===== src/rtl/matrix_loader_pkg.sv =====
// Shared types and constants for the matrix loader: FSM states, frame
// geometry and a helper for sizing the wait counter.
package matrix_loader_pkg;

    typedef enum logic [1:0] {
        FILL    = 2'd0,
        LOAD    = 2'd1,
        WAIT_LO = 2'd2,
        WAIT_HI = 2'd3
    } state_t;

    localparam int N_ELEMS    = 18;  // 9 A elements followed by 9 B elements
    localparam int B_BASE     = 9;   // first stream index that lands in B
    localparam int DEF_DATA_W = 8;   // element width of the 3x3 multiplier
    localparam int IDX_W      = 5;   // enough bits for fill_idx 0..17

    // Bits needed to hold values 0..max_val.
    function automatic int cnt_width(input int max_val);
        return (max_val < 2) ? 1 : $clog2(max_val + 1);
    endfunction

endpackage


===== src/rtl/matrix_loader_if.sv =====
// Bundle of the byte-stream handshake, the operand bus to the multiplier and
// the loader status signals. master = loader side, slave = environment side.
interface matrix_loader_if
    import matrix_loader_pkg::*;
#(
    parameter int DATA_W = DEF_DATA_W
);
    logic [DATA_W-1:0] in_data;
    logic              in_valid;
    logic              in_ready;

    logic [DATA_W-1:0] A00, A01, A02, A10, A11, A12, A20, A21, A22;
    logic [DATA_W-1:0] B00, B01, B02, B10, B11, B12, B20, B21, B22;

    logic              mat_load;
    logic              mat_done;

    logic              busy;
    logic [IDX_W-1:0]  fill_idx;
    logic              done_pulse;
    logic              err;

    modport master (
        input  in_data, in_valid, mat_done,
        output in_ready,
        output A00, A01, A02, A10, A11, A12, A20, A21, A22,
        output B00, B01, B02, B10, B11, B12, B20, B21, B22,
        output mat_load, busy, fill_idx, done_pulse, err
    );

    modport slave (
        output in_data, in_valid, mat_done,
        input  in_ready,
        input  A00, A01, A02, A10, A11, A12, A20, A21, A22,
        input  B00, B01, B02, B10, B11, B12, B20, B21, B22,
        input  mat_load, busy, fill_idx, done_pulse, err
    );

endinterface


===== src/rtl/matrix_loader_wait_timer.sv =====
// Clearable up-counter used as the multiplier watchdog. o_tc flags that
// WAIT_MAX wait cycles have been spent (count == WAIT_MAX-1).
module matrix_loader_wait_timer
    import matrix_loader_pkg::*;
#(
    parameter int WAIT_MAX = 255
) (
    input  logic clk,
    input  logic Reset,
    input  logic i_clr,
    input  logic i_en,
    output logic o_tc
);
    localparam int CNT_W = cnt_width(WAIT_MAX);

    logic [CNT_W-1:0] r_cnt;

    // Count enabled cycles; clear wins, and the count parks at terminal.
    always_ff @(posedge clk or posedge Reset) begin
        if (Reset) begin
            r_cnt <= '0;
        end else if (i_clr) begin
            r_cnt <= '0;
        end else if (i_en && !o_tc) begin
            r_cnt <= r_cnt + CNT_W'(1);
        end
    end

    assign o_tc = (r_cnt == CNT_W'(WAIT_MAX - 1));

endmodule


===== src/rtl/matrix_loader.sv =====
// Feeder for the 3x3 multiplier: collects an 18-byte frame (A then B,
// row-major), strobes Load, then holds operands until Done goes low and
// back high. A watchdog aborts a compute that never finishes.
module matrix_loader
    import matrix_loader_pkg::*;
#(
    parameter int DATA_W   = DEF_DATA_W,  // must equal the interface DATA_W
    parameter int WAIT_MAX = 255
) (
    input  logic           clk,
    input  logic           Reset,
    matrix_loader_if.master bus
);
    state_t            r_state;
    state_t            w_next;
    logic [IDX_W-1:0]  r_fill_idx;
    logic [DATA_W-1:0] r_elem [N_ELEMS];
    logic              r_mat_load;
    logic              r_done_pulse;
    logic              r_err;

    logic              w_in_ready;
    logic              w_xfer;
    logic              w_last;
    logic              w_in_wait;
    logic              w_tc;
    logic              w_timeout;
    logic              w_complete;

    assign w_in_ready = (r_state == FILL) && !Reset;
    assign w_xfer     = bus.in_valid && w_in_ready;
    assign w_last     = (r_fill_idx == IDX_W'(N_ELEMS - 1));
    assign w_in_wait  = (r_state == WAIT_LO) || (r_state == WAIT_HI);

    // Watchdog restarts in LOAD so each compute gets the full WAIT_MAX budget.
    matrix_loader_wait_timer #(
        .WAIT_MAX (WAIT_MAX)
    ) u_wait_timer (
        .clk   (clk),
        .Reset (Reset),
        .i_clr (r_state == LOAD),
        .i_en  (w_in_wait),
        .o_tc  (w_tc)
    );

    // Next-state logic; a completing Done takes priority over the watchdog.
    always_comb begin
        w_next     = r_state;
        w_timeout  = 1'b0;
        w_complete = 1'b0;
        case (r_state)
            FILL: begin
                if (w_xfer && w_last) w_next = LOAD;
            end
            LOAD: begin
                w_next = WAIT_LO;
            end
            WAIT_LO: begin
                // Done may still be high from idle; wait for it to drop.
                if (w_tc) begin
                    w_next    = FILL;
                    w_timeout = 1'b1;
                end else if (!bus.mat_done) begin
                    w_next = WAIT_HI;
                end
            end
            WAIT_HI: begin
                if (bus.mat_done) begin
                    w_next     = FILL;
                    w_complete = 1'b1;
                end else if (w_tc) begin
                    w_next    = FILL;
                    w_timeout = 1'b1;
                end
            end
            default: begin
                w_next = FILL;
            end
        endcase
    end

    // State register.
    always_ff @(posedge clk or posedge Reset) begin
        if (Reset) r_state <= FILL;
        else       r_state <= w_next;
    end

    // Registered Load/done strobes and the sticky watchdog error.
    always_ff @(posedge clk or posedge Reset) begin
        if (Reset) begin
            r_mat_load   <= 1'b0;
            r_done_pulse <= 1'b0;
            r_err        <= 1'b0;
        end else begin
            r_mat_load   <= (w_next == LOAD);
            r_done_pulse <= w_complete;
            r_err        <= r_err | w_timeout;
        end
    end

    // Operand capture: only FILL transfers write, so operands hold during compute.
    always_ff @(posedge clk or posedge Reset) begin
        if (Reset) begin
            r_fill_idx <= '0;
            for (int i = 0; i < N_ELEMS; i++) r_elem[i] <= '0;
        end else if (w_xfer) begin
            r_elem[r_fill_idx] <= bus.in_data;
            r_fill_idx         <= w_last ? '0 : r_fill_idx + IDX_W'(1);
        end
    end

    assign bus.in_ready   = w_in_ready;
    assign bus.mat_load   = r_mat_load;
    assign bus.busy       = (r_state != FILL);
    assign bus.fill_idx   = r_fill_idx;
    assign bus.done_pulse = r_done_pulse;
    assign bus.err        = r_err;

    assign bus.A00 = r_elem[0];
    assign bus.A01 = r_elem[1];
    assign bus.A02 = r_elem[2];
    assign bus.A10 = r_elem[3];
    assign bus.A11 = r_elem[4];
    assign bus.A12 = r_elem[5];
    assign bus.A20 = r_elem[6];
    assign bus.A21 = r_elem[7];
    assign bus.A22 = r_elem[8];
    assign bus.B00 = r_elem[B_BASE + 0];
    assign bus.B01 = r_elem[B_BASE + 1];
    assign bus.B02 = r_elem[B_BASE + 2];
    assign bus.B10 = r_elem[B_BASE + 3];
    assign bus.B11 = r_elem[B_BASE + 4];
    assign bus.B12 = r_elem[B_BASE + 5];
    assign bus.B20 = r_elem[B_BASE + 6];
    assign bus.B21 = r_elem[B_BASE + 7];
    assign bus.B22 = r_elem[B_BASE + 8];

endmodule


===== src/flat_wrapper.sv =====
// flat-port wrapper written by rule: the top's interface ports become plain ports
module matrix_loader_flat import matrix_loader_pkg::*;
#(
    parameter int DATA_W   = DEF_DATA_W,                                    
    parameter int WAIT_MAX = 255
)
  (clk, Reset, bus_in_data, bus_in_valid, bus_mat_done, bus_in_ready, bus_A00, bus_A01, bus_A02, bus_A10, bus_A11, bus_A12, bus_A20, bus_A21, bus_A22, bus_B00, bus_B01, bus_B02, bus_B10, bus_B11, bus_B12, bus_B20, bus_B21, bus_B22, bus_mat_load, bus_busy, bus_fill_idx, bus_done_pulse, bus_err);
  matrix_loader_if #(.DATA_W(DATA_W)) bus_i ();
  input  logic clk;
  input  logic Reset;
  input wire logic [$bits(bus_i.in_data)-1:0] bus_in_data;
  input wire logic [$bits(bus_i.in_valid)-1:0] bus_in_valid;
  input wire logic [$bits(bus_i.mat_done)-1:0] bus_mat_done;
  output wire logic [$bits(bus_i.in_ready)-1:0] bus_in_ready;
  output wire logic [$bits(bus_i.A00)-1:0] bus_A00;
  output wire logic [$bits(bus_i.A01)-1:0] bus_A01;
  output wire logic [$bits(bus_i.A02)-1:0] bus_A02;
  output wire logic [$bits(bus_i.A10)-1:0] bus_A10;
  output wire logic [$bits(bus_i.A11)-1:0] bus_A11;
  output wire logic [$bits(bus_i.A12)-1:0] bus_A12;
  output wire logic [$bits(bus_i.A20)-1:0] bus_A20;
  output wire logic [$bits(bus_i.A21)-1:0] bus_A21;
  output wire logic [$bits(bus_i.A22)-1:0] bus_A22;
  output wire logic [$bits(bus_i.B00)-1:0] bus_B00;
  output wire logic [$bits(bus_i.B01)-1:0] bus_B01;
  output wire logic [$bits(bus_i.B02)-1:0] bus_B02;
  output wire logic [$bits(bus_i.B10)-1:0] bus_B10;
  output wire logic [$bits(bus_i.B11)-1:0] bus_B11;
  output wire logic [$bits(bus_i.B12)-1:0] bus_B12;
  output wire logic [$bits(bus_i.B20)-1:0] bus_B20;
  output wire logic [$bits(bus_i.B21)-1:0] bus_B21;
  output wire logic [$bits(bus_i.B22)-1:0] bus_B22;
  output wire logic [$bits(bus_i.mat_load)-1:0] bus_mat_load;
  output wire logic [$bits(bus_i.busy)-1:0] bus_busy;
  output wire logic [$bits(bus_i.fill_idx)-1:0] bus_fill_idx;
  output wire logic [$bits(bus_i.done_pulse)-1:0] bus_done_pulse;
  output wire logic [$bits(bus_i.err)-1:0] bus_err;
  assign bus_i.in_data = bus_in_data;
  assign bus_i.in_valid = bus_in_valid;
  assign bus_i.mat_done = bus_mat_done;
  assign bus_in_ready = bus_i.in_ready;
  assign bus_A00 = bus_i.A00;
  assign bus_A01 = bus_i.A01;
  assign bus_A02 = bus_i.A02;
  assign bus_A10 = bus_i.A10;
  assign bus_A11 = bus_i.A11;
  assign bus_A12 = bus_i.A12;
  assign bus_A20 = bus_i.A20;
  assign bus_A21 = bus_i.A21;
  assign bus_A22 = bus_i.A22;
  assign bus_B00 = bus_i.B00;
  assign bus_B01 = bus_i.B01;
  assign bus_B02 = bus_i.B02;
  assign bus_B10 = bus_i.B10;
  assign bus_B11 = bus_i.B11;
  assign bus_B12 = bus_i.B12;
  assign bus_B20 = bus_i.B20;
  assign bus_B21 = bus_i.B21;
  assign bus_B22 = bus_i.B22;
  assign bus_mat_load = bus_i.mat_load;
  assign bus_busy = bus_i.busy;
  assign bus_fill_idx = bus_i.fill_idx;
  assign bus_done_pulse = bus_i.done_pulse;
  assign bus_err = bus_i.err;
  matrix_loader #(.DATA_W(DATA_W), .WAIT_MAX(WAIT_MAX)) u_core (.clk(clk), .Reset(Reset), .bus(bus_i));
endmodule

===== config.mk =====
export PLATFORM = sky130hd
export DESIGN_NAME = matrix_loader_flat
export DESIGN_NICKNAME = d
export VERILOG_FILES = /design/src/rtl/matrix_loader_pkg.sv /design/src/rtl/matrix_loader_if.sv /design/src/rtl/matrix_loader_wait_timer.sv /design/src/rtl/matrix_loader.sv /design/src/flat_wrapper.sv
export SDC_FILE = /design/constraint.sdc
export NUM_CORES = 1
export LEC_CHECK = 0
export ABC_CLOCK_PERIOD_IN_PS = 6560
export CAP_MARGIN = 10
export CORE_MARGIN = 5
export CORE_UTILIZATION = 40
export CTS_BUF_LIST = sky130_fd_sc_hd__clkbuf_2
export DETAILED_ROUTE_END_ITERATION = 16
export PLACE_DENSITY = 0.65
export SLEW_MARGIN = 0
export SYNTH_ARGS = -nofsm -noshare
export SYNTH_HDL_FRONTEND = slang
export SYNTH_SLANG_ARGS = --single-unit

===== constraint.sdc =====
create_clock -name clk -period 6.56 [get_ports clk]
set_clock_uncertainty 0.15 [all_clocks]
set_input_delay 0.656 -clock clk [delete_from_list [all_inputs] [get_ports clk]]
set_output_delay 0.656 -clock clk [all_outputs]
set_load 0.005 [all_outputs]

* Word level (Yosys, flattened, before mapping)
Cells that the tools add are included.
Storage, ports and cells: flip-flop bits (word level) 162, input bits 12, logic and storage cells 64
Cells by class: $add $sub $neg 2, order comparisons 2, eq/ne operators 6, muxes and demuxes 17, bitwise gates (word level) 2, reductions and logical operators 11
Operators by type and width (number):
- $bwmux W144 | 1
- $demux W8 S5 | 1
- $mux W8 | 3
- $mux W2 | 5
- $add A8 B1 Y8 const B | 1
- $eq A8 B8 Y1 const B | 1
- $pmux W2 S4 | 1
- $ge A6 B6 Y1 const B | 1
- $lt A6 B1 Y1 const B | 1
- $not A5 Y6 | 1
- $add A5 B1 Y5 const B | 1
- $eq A5 B5 Y1 const B | 1
- $logic_and A1 B1 Y1 | 5
- $mux W5 | 1
- $eq A2 B1 Y1 const B | 2
- $eq A2 B2 Y1 const B | 2
- $mux W1 | 4
- $reduce_bool A2 Y1 | 2
- $logic_not A1 Y1 | 2
- $logic_not A2 Y1 | 1
- $pmux W1 S2 | 1
- $logic_or A1 B1 Y1 | 1
- $or A1 B1 Y1 | 1

* Longest topological paths before layout
Gate-level depths: netlist of the first run.
word-level depth 7, mapped depth 6, gate-level depth less buffers 5

* Modules after synthesis
From an unflattened synthesis of the first run, not the netlist that was laid out.
Unflattened totals: cells, all modules 432, area, all modules 6537.5 um2
Modules (own cells, without submodules):
- matrix_loader | instances 1, cells an instance 380, area each 6048.3 um2, sequential area each 3853.7 um2
- matrix_loader_wait_timer | instances 1, cells an instance 52, area each 489.2 um2, sequential area each 200.2 um2

* Worst setup path after synthesis of the first run
No wires, ideal clock.
path type input port to flip-flop, start input Reset, end register u_core.r_elem (netlist bit u_core.bus.B21[0]), arrival time 1.627 ns, setup slack 4.658 ns, stages on the path 4, buffers on the path 1, cells stage by stage nor4b_4 buf_6 nand3_2 mux2_2
Between the ends: longest elaborated chain between the ends 3
Ends and longest elaborated chain:
- start: declaration | RTL line flat_wrapper.sv:10 | input logic Reset;
- $logic_not A1 Y1 | RTL line matrix_loader.sv:30 | assign w_in_ready = (r_state == FILL) && !Reset;
- $logic_and A1 B1 Y1 | RTL line matrix_loader.sv:30
- $logic_and A1 B1 Y1 | RTL line matrix_loader.sv:31 | assign w_xfer = bus.in_valid && w_in_ready;
- end signal: indexed assignment | RTL line matrix_loader.sv:107 | r_elem[r_fill_idx] <= bus.in_data;
- end: declaration | RTL line matrix_loader.sv:17 | logic [DATA_W-1:0] r_elem [N_ELEMS];
Every way passes these cells. A chain may end at the register's enable or synchronous reset.

* Final worst setup path of the first run
start register u_core.r_state[1], end output bus_in_ready
Between the ends: longest elaborated chain between the ends 2
Ends and longest elaborated chain:
- start: declaration | RTL line matrix_loader.sv:14 | state_t r_state;
- start signal: assignment | RTL line matrix_loader.sv:85 | else r_state <= w_next;
- $logic_not A2 Y1 | RTL line matrix_loader.sv:30
- $logic_and A1 B1 Y1 | RTL line matrix_loader.sv:30
- end: declaration | RTL line flat_wrapper.sv:14 | output wire logic [$bits(bus_i.in_ready)-1:0] bus_in_ready;
Every way passes these cells.

==> flow_summary_export.csv, run 1 <==
group,metric,value,unit
pwr,power,0.00256,W
placed_design,port_buffers,165,
finish,nets,612,
routing,via_per_inst,5.11,
critical_path,critical_path.max_fanout,17,
critical_path,required,5.75,ns
critical_path,timing.rr.start,"u_core.r_state[1]",
global_route,grt_overflow_total,0,
pwr,combPwrFrac,0.289,
logic_synthesis,yosysTopAreaCellShare,0.616,
sta,tns,0,ns
floorplanning,start_util,0.411,
global_route,grt_pass1_vias,4551,
sta,setup_slack,3.37,ns
logic_synthesis,synth_ff_type,"dfrtp_1",
cts,clk_latency,0.72,ns
routing,dr_total_vias,4214,
critical_path,rr_worst_depth,5,
floorplanning,boundaryPins,166,
logic_synthesis,synthTopCellsByArea,"dfrtp_1, mux2_2, nand3_4",
sta,slew_violations,0,
global_route,gr-usage-all-layers,0.175,
pwr,power_leakage,3.99,nW
logic_synthesis,synth_commonest_cells,"dfrtp_1, mux2_2, nand3_2",
logic_synthesis,synthCells,427,
pwr,power.switching,0.000801,W
cts,root_buffer,"clkbuf_2",
logic_synthesis,synth_edf_count,0,
routing,wire_per_inst,20.0,um
cts,cts_max_path_buffers,2,
routing,route.met3.wl,1.10,mm
logic_synthesis,synth_cell_types,41,
critical_path,ff2ff_setup_slack,4.18,ns
finish,fill_cells,1385,
sta,slew_headroom,0.324,
floorplanning,die_area,0.0191,mm^2
global_route,antenna_found_initial,2,
placed_design,pre_cts_ws,3.55,ns
pwr,switching_share,0.313,
pwr,p_seq_frac,0.517,
finish,drive_gt1_frac,0.334,
cts,cts_tree,"built",
critical_path,r2r_end,"u_core.bus.B22[7]",
critical_path,path_cells,"nor2_1, inv_1, nor2_1, clkdlybuf4s50_1",
sta,tightest_slew,1.01,ns
hold_path,hold_end,"u_core.bus.err",
finish,regArea,0.00405,mm^2
status,status,"finished clean",
routing,drc,0,
sta,fin_crit_sh,0.486,
cts,cts_resized,0,
critical_path,crit_type,"reg -> out",
critical_path,cp_slowest_stage_delay,0.62,ns
cts,cts-buffers-inserted,17,
logic_synthesis,synth.avg_cell_area,15.4,um^2
logic_synthesis,syn_area,0.00658,mm^2
logic_synthesis,yosysSeqAreaShare,0.616,
hold_path,hold_class,"reg -> reg",
logic_synthesis,synth_warnings,0,
routing,ant_nets,0,
sta,finalSetupViolCount,0,
cts,clock_sinks,162,
logic_synthesis,yosys.area.top_type,"dfrtp_1",
critical_path,cpMaxStageDelayCell,"dfrtp_1",
hold_path,min_path_cells,1,
run,max_cap_viol_count,0,
routing,drt_wl_total,16.5,mm
floorplanning,row_count,46,
pwr,power_density,296,mW/mm^2
pwr,ir_drop,164,uV
critical_path,cpMostUsedCell,"nor2_1",
critical_path,end_kind,"output pin",
finish,multiInputGateArea,0.00240,mm^2
pwr,p_clk_frac,0.193,
placed_design,gp_routability_congestion,0.797,
sta,fin_crit,3.19,ns
placed_design,post-dp-hpwl,11.3,mm
cts,post-cts-setup-buffers,0,
sta,final_hold_viol_count,0,
critical_path,start_kind,"register",
logic_synthesis,syn_nets,445,
routing,drt-met1-wl,7.23,mm
routing,dr.max_layer_used,"met4",
logic_synthesis,yosysMostFrequentCell,"dfrtp_1",
routing,drtIter0Drc,136,
global_route,grt_pass1_wl,26.3,mm
routing,dr.pass1.iters,4,
logic_synthesis,async_flop_share,1.00,
hold_path,min_from,"u_core.bus.err",
global_route,grt_max_degree,95,
cts,clk_pin_slew,0.22,ns
floorplanning,core,0.0160,mm^2
sta,rsz0062_at_grt,"no",
critical_path,cp.arrival,2.38,ns
cts,hold_buffers,0,
cts,htreeDepth,4,
routing,wl_met2,7.90,mm
floorplanning,die_h,138,um
sta,fmax,0.314,GHz
finish,syn2layout_area_growth,31.3,%
logic_synthesis,ys_ff_latch,162,
pwr,internal_power,0.00176,W
floorplanning,die_w,138,um
placed cells by master (no fill, tap or decap), drive strengths merged, types with 6 or more instances in the layout:
master,Yosys,routed
clkdlybuf4s50,0,165
dfrtp,162,162
mux2,145,145
nand3,21,21
clkbuf,10,17
inv,8,12
o21ai,7,7
nor3,7,7
nand4,6,6
nand2,6,6
a21oi,6,6
ha,6,6
clkinvlp,0,6
critical path: cells and delay by family, from the launching register on:
kind                   cells  cell delay (ns)
buffers and inverters      2             0.61
flip-flops                 1             0.62
AND/OR/NAND/NOR            2             0.42
power by group through the flow:
stage               clock network, W  logic (W)  registers (W)
detailed placement                 0   0.000750        0.00134
finish                      0.000495   0.000741        0.00133
floorplan                          0   0.000352        0.00131
global placement                   0   0.000736        0.00134
global route                0.000557   0.000807        0.00135
CTS                         0.000516   0.000755        0.00132
layer usage:
metal | up-vias | GRT usage
met4 | 0 | 0.0567
met3 | 23 | 0.0569
met5 | - | 0
met1 | 2171 | 0.227
li1 | 1879 | -
met2 | 141 | 0.281
through the flow:
step                      cells  hold WS [ns]   util  instance area (um^2)
after floorplan             427         0.318      -                  6580
after global placement      791         0.338  0.527                  8420
after detailed placement    791         0.334  0.527                  8420
after CTS                   823         0.333  0.540                  8640
after global routing        824         0.330  0.540                  8640
final                       824         0.362  0.540                  8640
cell type report:
cell class,count,area share
antenna,1,0.000289
clock buffer,17,0.00984
clock inverter,15,0.0153
inverter,8,0.00405
multi-input combinational,238,0.277
sequential,162,0.469
tap,216,0.0313
timing repair buffer,167,0.193
cells by family (layout without fill, tap and decap cells):
group           after synthesis  in the layout  synth area share
buf+inv                      27            207            0.0196
simple gates                 63             63            0.0827
compound gates               23             23            0.0209
xor+xnor                      1              1           0.00133
flops                       162            162             0.616
other cells                   0              1                 0
fa+ha+maj                     6              6            0.0114
mux                         145            145             0.248
how the worst max path moves through the flow:
stage	startpoint	to	slack [ns]	cells past startpoint
6_report	u_core.r_state[1]	bus_in_ready	3.37	4
5_1_grt	u_core.r_state[1]	bus_in_ready	3.15	4
4_1_cts	u_core.r_state[1]	bus_in_ready	3.29	4
3_5_place_dp	Reset	u_core.bus.B21[0]	3.55	3
3_3_place_gp	Reset	u_core.bus.A01[0]	3.60	3
2_1_floorplan	Reset	u_core.bus.A00[0]	1.38	1
(Power assumes the default switching activity.)
==> run 2, diff against run 1 <==
--- a/config.mk
+++ b/config.mk
@@ -5,7 +5,7 @@
 export SDC_FILE = /design/constraint.sdc
 export NUM_CORES = 1
 export LEC_CHECK = 0
-export ABC_CLOCK_PERIOD_IN_PS = 6560
+export ABC_CLOCK_PERIOD_IN_PS = 3350
 export CAP_MARGIN = 10
 export CORE_MARGIN = 5
 export CORE_UTILIZATION = 40
==> constraint.sdc (replaced) <==
create_clock -name clk -period 3.35 [get_ports clk]
set_clock_uncertainty 0.15 [all_clocks]
set_input_delay 0.335 -clock clk [delete_from_list [all_inputs] [get_ports clk]]
set_output_delay 0.335 -clock clk [all_outputs]
set_load 0.005 [all_outputs]
==> run 2 against run 1 <==
Compared with the run above: wire length up 0.36%; highest routed layer unchanged; critical path depth unchanged; power up 92%; sequential cell count unchanged; register-to-register slack worse by 3.2 ns; final area down 0.10%; setup slack worse by 2.8 ns; largest cell class unchanged; core utilization down 0.055 points.
==> flow_summary_export.csv, run 2 (synthesis results as in run 1) <==
group,metric,value,unit
status,status,"finished clean",
critical_path,cp_slowest_stage_delay,0.60,ns
critical_path,start_kind,"register",
floorplanning,die_h,138,um
global_route,gr-usage-all-layers,0.181,
pwr,power_leakage,4.01,nW
finish,nets,614,
routing,drt_wl_total,16.6,mm
critical_path,timing.rr.start,"u_core.r_state[1]",
pwr,ir_drop,267,uV
floorplanning,die_w,138,um
sta,tightest_slew,1.02,ns
sta,fin_crit,2.79,ns
placed_design,port_buffers,165,
sta,final_hold_viol_count,0,
floorplanning,start_util,0.411,
critical_path,required,2.86,ns
sta,slew_violations,0,
cts,cts-buffers-inserted,17,
floorplanning,boundaryPins,166,
global_route,grt_pass1_wl,27.0,mm
sta,fmax,0.359,GHz
global_route,antenna_found_initial,2,
cts,clk_pin_slew,0.19,ns
routing,ant_nets,0,
routing,dr.pass1.iters,4,
global_route,grt_max_degree,60,
critical_path,cpMaxStageDelayCell,"dfrtp_1",
sta,finalSetupViolCount,0,
finish,syn2layout_area_growth,31.2,%
cts,post-cts-setup-buffers,0,
critical_path,crit_type,"reg -> out",
cts,clk_latency,0.69,ns
placed_design,gp_routability_congestion,0.845,
floorplanning,row_count,46,
critical_path,path_cells,"nor2_1, inv_1, nor2_1, clkdlybuf4s50_1",
cts,root_buffer,"clkbuf_2",
global_route,grt_pass1_vias,4529,
routing,drc,0,
placed_design,pre_cts_ws,0.714,ns
floorplanning,die_area,0.0191,mm^2
global_route,grtUsageMet3,0.0607,
placed_design,post-dp-hpwl,11.9,mm
routing,drtIter0Drc,132,
sta,slew_headroom,0.317,
pwr,power_density,570,mW/mm^2
cts,cts_resized,0,
critical_path,cpMostUsedCell,"nor2_1",
critical_path,critical_path.max_fanout,17,
sta,rsz0062_at_grt,"no",
critical_path,cp_top_family,"buffers and inverters",
finish,final_common_cell,"clkdlybuf4s50_1",
sta,whs,0.140,ns
routing,dr_total_vias,4174,
floorplanning,core,0.0160,mm^2
routing,wire_per_inst,20.2,um
global_route,busiest_layer,"met2",
cts,htreeDepth,4,
sta,setup_slack,0.561,ns
sta,tns,0,ns
finish,drive_gt1_frac,0.332,
cts,clock_sinks,162,
critical_path,path_buf_inv,2,
critical_path,critPathLaunch,"u_core.r_state[1]",
finish,finalNonFillerCells,822,
global_route,use_met1,0.231,
critical_path,cp.arrival,2.30,ns
critical_path,end_kind,"output pin",
global_route,met2_usage,0.289,
routing,via_per_inst,5.08,
cts,cts_tree,"built",
global_route,grt_overflow_total,0,
placed_design,dp.cells,793,
cts,cts_max_path_buffers,2,
cts,hold_buffers,0,
hold_path,hold_class,"in -> async",
finish,layout_common_cells,"clkdlybuf4s50_1, dfrtp_1, mux2_2",
run,max_cap_viol_count,0,
sta,fin_crit_sh,0.832,
## run 2: metrics by stage
step,cell area [um^2],power (W),util
global placement,8460,0.00406,0.529
detailed placement,8460,0.00411,0.529
global route,8640,0.00524,0.540
CTS,8630,0.00501,0.540
floorplan,6590,0.00325,-
finish,8640,0.00492,0.540
## run 2: worst reg2reg max path: stages (launching register included)
cell     delay, ns
dfrtp_1       0.60
nor4b_4       0.38
buf_4         0.41
nand3_2       0.34
mux2_2        0.38
## run 2: routing by layer
metal  routed length (um)  up-vias
met3                 1070       21
li1                     -     1887
met4                  289        0
met1                 7160     2133
met5                    0        -
met2                 8060      133
## run 2: power by group
group / leakage, nW / internal (W) / total, W / switching, W
Sequential: 2.21 / 0.00230 / 0.00259 / 0.000295
Clock: 0.119 / 0.000258 / 0.000874 / 0.000616
Combinational: 1.67 / 0.000887 / 0.00146 / 0.000573
Total: 4.01 / 0.00344 / 0.00492 / 0.00148
## run 2: cell type report
cell class / instances / area [um^2]
Sequential cell: 162 / 4050
Clock buffer: 21 / 105
Multi-Input combinational cell: 238 / 2400
Antenna cell: 1 / 2.50
Clock inverter: 7 / 65.1
Fill cell: 1395 / 7360
Timing Repair Buffer: 169 / 1710
Inverter: 8 / 33.8
Tap cell: 216 / 270
## run 2: worst paths after layout
| check | slack [ns] | depth (start not counted) | endpoint |
|---|---|---|---|
| hold reg to reg | 0.36 | 1 | u_core.bus.err |
| setup / recovery | 0.56 | 4 | bus_in_ready |
| setup reg to reg | 1.01 | 4 | u_core.bus.B11[6] |
| hold / removal | 0.14 | 2 | u_core.bus.fill_idx[3] |
| max in group asynchronous | 2.16 | 3 | u_core.bus.A11[5] |
| min in group clk | 0.15 | 2 | u_core.r_state[0] |
==> run 3, diff against run 2 <==
--- a/config.mk
+++ b/config.mk
@@ -5,13 +5,13 @@
 export SDC_FILE = /design/constraint.sdc
 export NUM_CORES = 1
 export LEC_CHECK = 0
-export ABC_CLOCK_PERIOD_IN_PS = 3350
+export ABC_CLOCK_PERIOD_IN_PS = 2500
 export CAP_MARGIN = 10
 export CORE_MARGIN = 5
 export CORE_UTILIZATION = 40
 export CTS_BUF_LIST = sky130_fd_sc_hd__clkbuf_2
 export DETAILED_ROUTE_END_ITERATION = 16
-export PLACE_DENSITY = 0.65
+export PLACE_DENSITY = 0.68
 export SLEW_MARGIN = 0
 export SYNTH_ARGS = -nofsm -noshare
 export SYNTH_HDL_FRONTEND = slang
==> constraint.sdc (replaced) <==
create_clock -name clk -period 2.5 [get_ports clk]
set_clock_uncertainty 0.15 [all_clocks]
set_input_delay 0.25 -clock clk [delete_from_list [all_inputs] [get_ports clk]]
set_output_delay 0.25 -clock clk [all_outputs]
set_load 0.005 [all_outputs]
==> run 3 against run 2 <==
Compared with the run above: final area grew 1.7%; non-clock buffer count grew 11; die area is the same; via count grew 0.89%.
==> flow_summary_export.csv, run 3 (synthesis results as in run 1) <==
group,metric,value,unit
critical_path,cp_slowest_stage_delay,0.60,ns
critical_path,cpMaxStageDelayCell,"clkdlybuf4s50_1",
placed_design,pre_cts_ws,0.163,ns
cts,cts-buffers-inserted,17,
sta,slew_headroom,0.337,
floorplanning,die_h,138,um
critical_path,cp_top_family,"buffers and inverters",
placed_design,gp_routability_congestion,0.790,
cts,htreeDepth,4,
critical_path,timing.rr.start,"u_core.r_state[0]",
critical_path,cp.arrival,1.83,ns
finish,drive_gt1_frac,0.351,
pwr,internal_power,0.00457,W
sta,fin_crit_sh,0.892,
sta,setup_slack,0.270,ns
floorplanning,die_area,0.0191,mm^2
critical_path,crit_type,"reg -> out",
floorplanning,boundaryPins,166,
routing,drtIter0Drc,120,
critical_path,path_buf_inv,1,
finish,fill_cells,1371,
routing,wire_per_inst,19.8,um
pwr,power.switching,0.00205,W
sta,finalSetupViolCount,0,
cts,clock_sinks,162,
critical_path,path_cells,"clkdlybuf4s50_1",
finish,nets,625,
floorplanning,start_util,0.411,
global_route,grt_overflow_total,0,
placed_design,dp.cells,799,
finish,syn2layout_area_growth,33.4,%
routing,via_per_inst,5.03,
finish,layout_common_cells,"clkdlybuf4s50_1, dfrtp_1, mux2_2",
routing,dr.pass1.iters,5,
global_route,grt_pass1_vias,4609,
critical_path,required,2.10,ns
pwr,power_density,754,mW/mm^2
routing,ant_nets,0,
cts,clk_pin_slew,0.21,ns
finish,finalNonFillerCells,838,
pwr,p_clk_frac,0.168,
sta,tightest_slew,0.991,ns
run,max_cap_viol_count,0,
global_route,gr-usage-all-layers,0.178,
pwr,p_seq_frac,0.522,
sta,slew_violations,0,
pwr,switching_share,0.310,
sta,rsz0062_at_grt,"no",
global_route,antenna_found_initial,1,
cts,clk_latency,0.69,ns
critical_path,start_kind,"register",
hold_path,hold_class,"in -> reg",
critical_path,critPathLaunch,"u_core.bus.fill_idx[4]",
placed_design,port_buffers,165,
sta,tns,0,ns
pwr,ir_drop,408,uV
floorplanning,row_count,46,
cts,cts_tree,"built",
critical_path,critical_path.max_fanout,9,
finish,final_util,0.549,
placed_design,post-dp-hpwl,11.8,mm
status,status,"finished clean",
floorplanning,die_w,138,um
sta,fmax,0.448,GHz
finish,final_common_cell,"clkdlybuf4s50_1",
critical_path,end_kind,"output pin",
global_route,grt_pass1_wl,26.8,mm
global_route,grt_max_degree,46,
hold_path,min_from,"bus_in_data[2]",
cts,cts_max_path_buffers,2,
cts,root_buffer,"clkbuf_2",
routing,drt_wl_total,16.6,mm
sta,final_hold_viol_count,0,
routing,dr_total_vias,4211,
pwr,power_leakage,4.07,nW
floorplanning,core,0.0160,mm^2
sta,fin_crit,2.23,ns
routing,drc,0,
pwr,combPwrFrac,0.309,
## run 3: changes by cell type in the layout (fill, tap and decap cells not counted), moves of 2 or more
cell	previous run	this run
buf_12	2	5
dfrtp_2	0	5
dfrtp_1	162	157
clkinv_1	1	3
buf_4	2	8
clkinvlp_4	2	4
dlygate4sd3_1	0	2
diode_2	1	3
## run 3: worst paths after layout
| kind | end | slack (ns) | depth (start not counted) |
|---|---|---|---|
| hold reg to reg | u_core.bus.err | 0.36 | 1 |
| setup / recovery | bus_fill_idx[4] | 0.27 | 1 |
| min in group asynchronous | u_core.bus.A20[2] | 0.52 | 3 |
| hold / removal | u_core.bus.A01[2] | 0.30 | 3 |
| max in group asynchronous | u_core.bus.B21[6] | 1.05 | 4 |
| setup reg to reg | u_core.bus.B11[1] | 0.38 | 5 |
## run 3: power by group through the flow
stage,clock [W],sequential [W],combinational (W)
5_1_grt,0.00128,0.00353,0.00223
3_3_place_gp,0,0.00351,0.00197
3_5_place_dp,0,0.00353,0.00201
6_report,0.00111,0.00346,0.00205
4_1_cts,0.00118,0.00346,0.00209
2_1_floorplan,0,0.00343,0.000923
## run 3: per-stage QoR
stage               cell area (um^2)  hold WS [ns]  total power [W]
finish                          8780         0.296          0.00662
global route                    8780         0.186          0.00703
CTS                             8760         0.202          0.00672
detailed placement              8550         0.321          0.00555
global placement                8550         0.319          0.00548
floorplan                       6590         0.209          0.00435
## run 3: timing repair
action / 4_1_cts / 5_1_grt
setup buffers: 2 / 1
hold buffers: 2 / 0
hold endpoints to repair: 23 / 0
pin swaps: 0 / 1
setup endpoints to repair: 2 / 4
gates resized for setup: 4 / 4
## run 3: worst reg2reg max path, cell delays in order (launching register included)
cell     delay (ns)
dfrtp_2        0.48
buf_4          0.17
nor4b_4        0.33
buf_12         0.24
nand3_2        0.29
mux2_2         0.37
## run 3: layout make-up
type / count / area [um^2] / share of cell area
Antenna cell: 3 / 7.51 / 0.000855
Clock buffer: 20 / 100 / 0.0114
Clock inverter: 11 / 66.3 / 0.00755
Inverter: 8 / 33.8 / 0.00385
Multi-Input combinational cell: 238 / 2410 / 0.274
Sequential cell: 162 / 4060 / 0.463
Tap cell: 216 / 270 / 0.0308
Timing Repair Buffer: 180 / 1830 / 0.209
## run 3: per-layer routing
| layer | vias to the layer above | global-route usage | routed length (um) |
|---|---|---|---|
| met2 | 131 | 0.298 | 8290 |
| met4 | 0 | 0.0504 | 168 |
| li1 | 1911 | - | - |
| met5 | - | 0 | 0 |
| met3 | 16 | 0.0659 | 1010 |
| met1 | 2153 | 0.218 | 7100 |
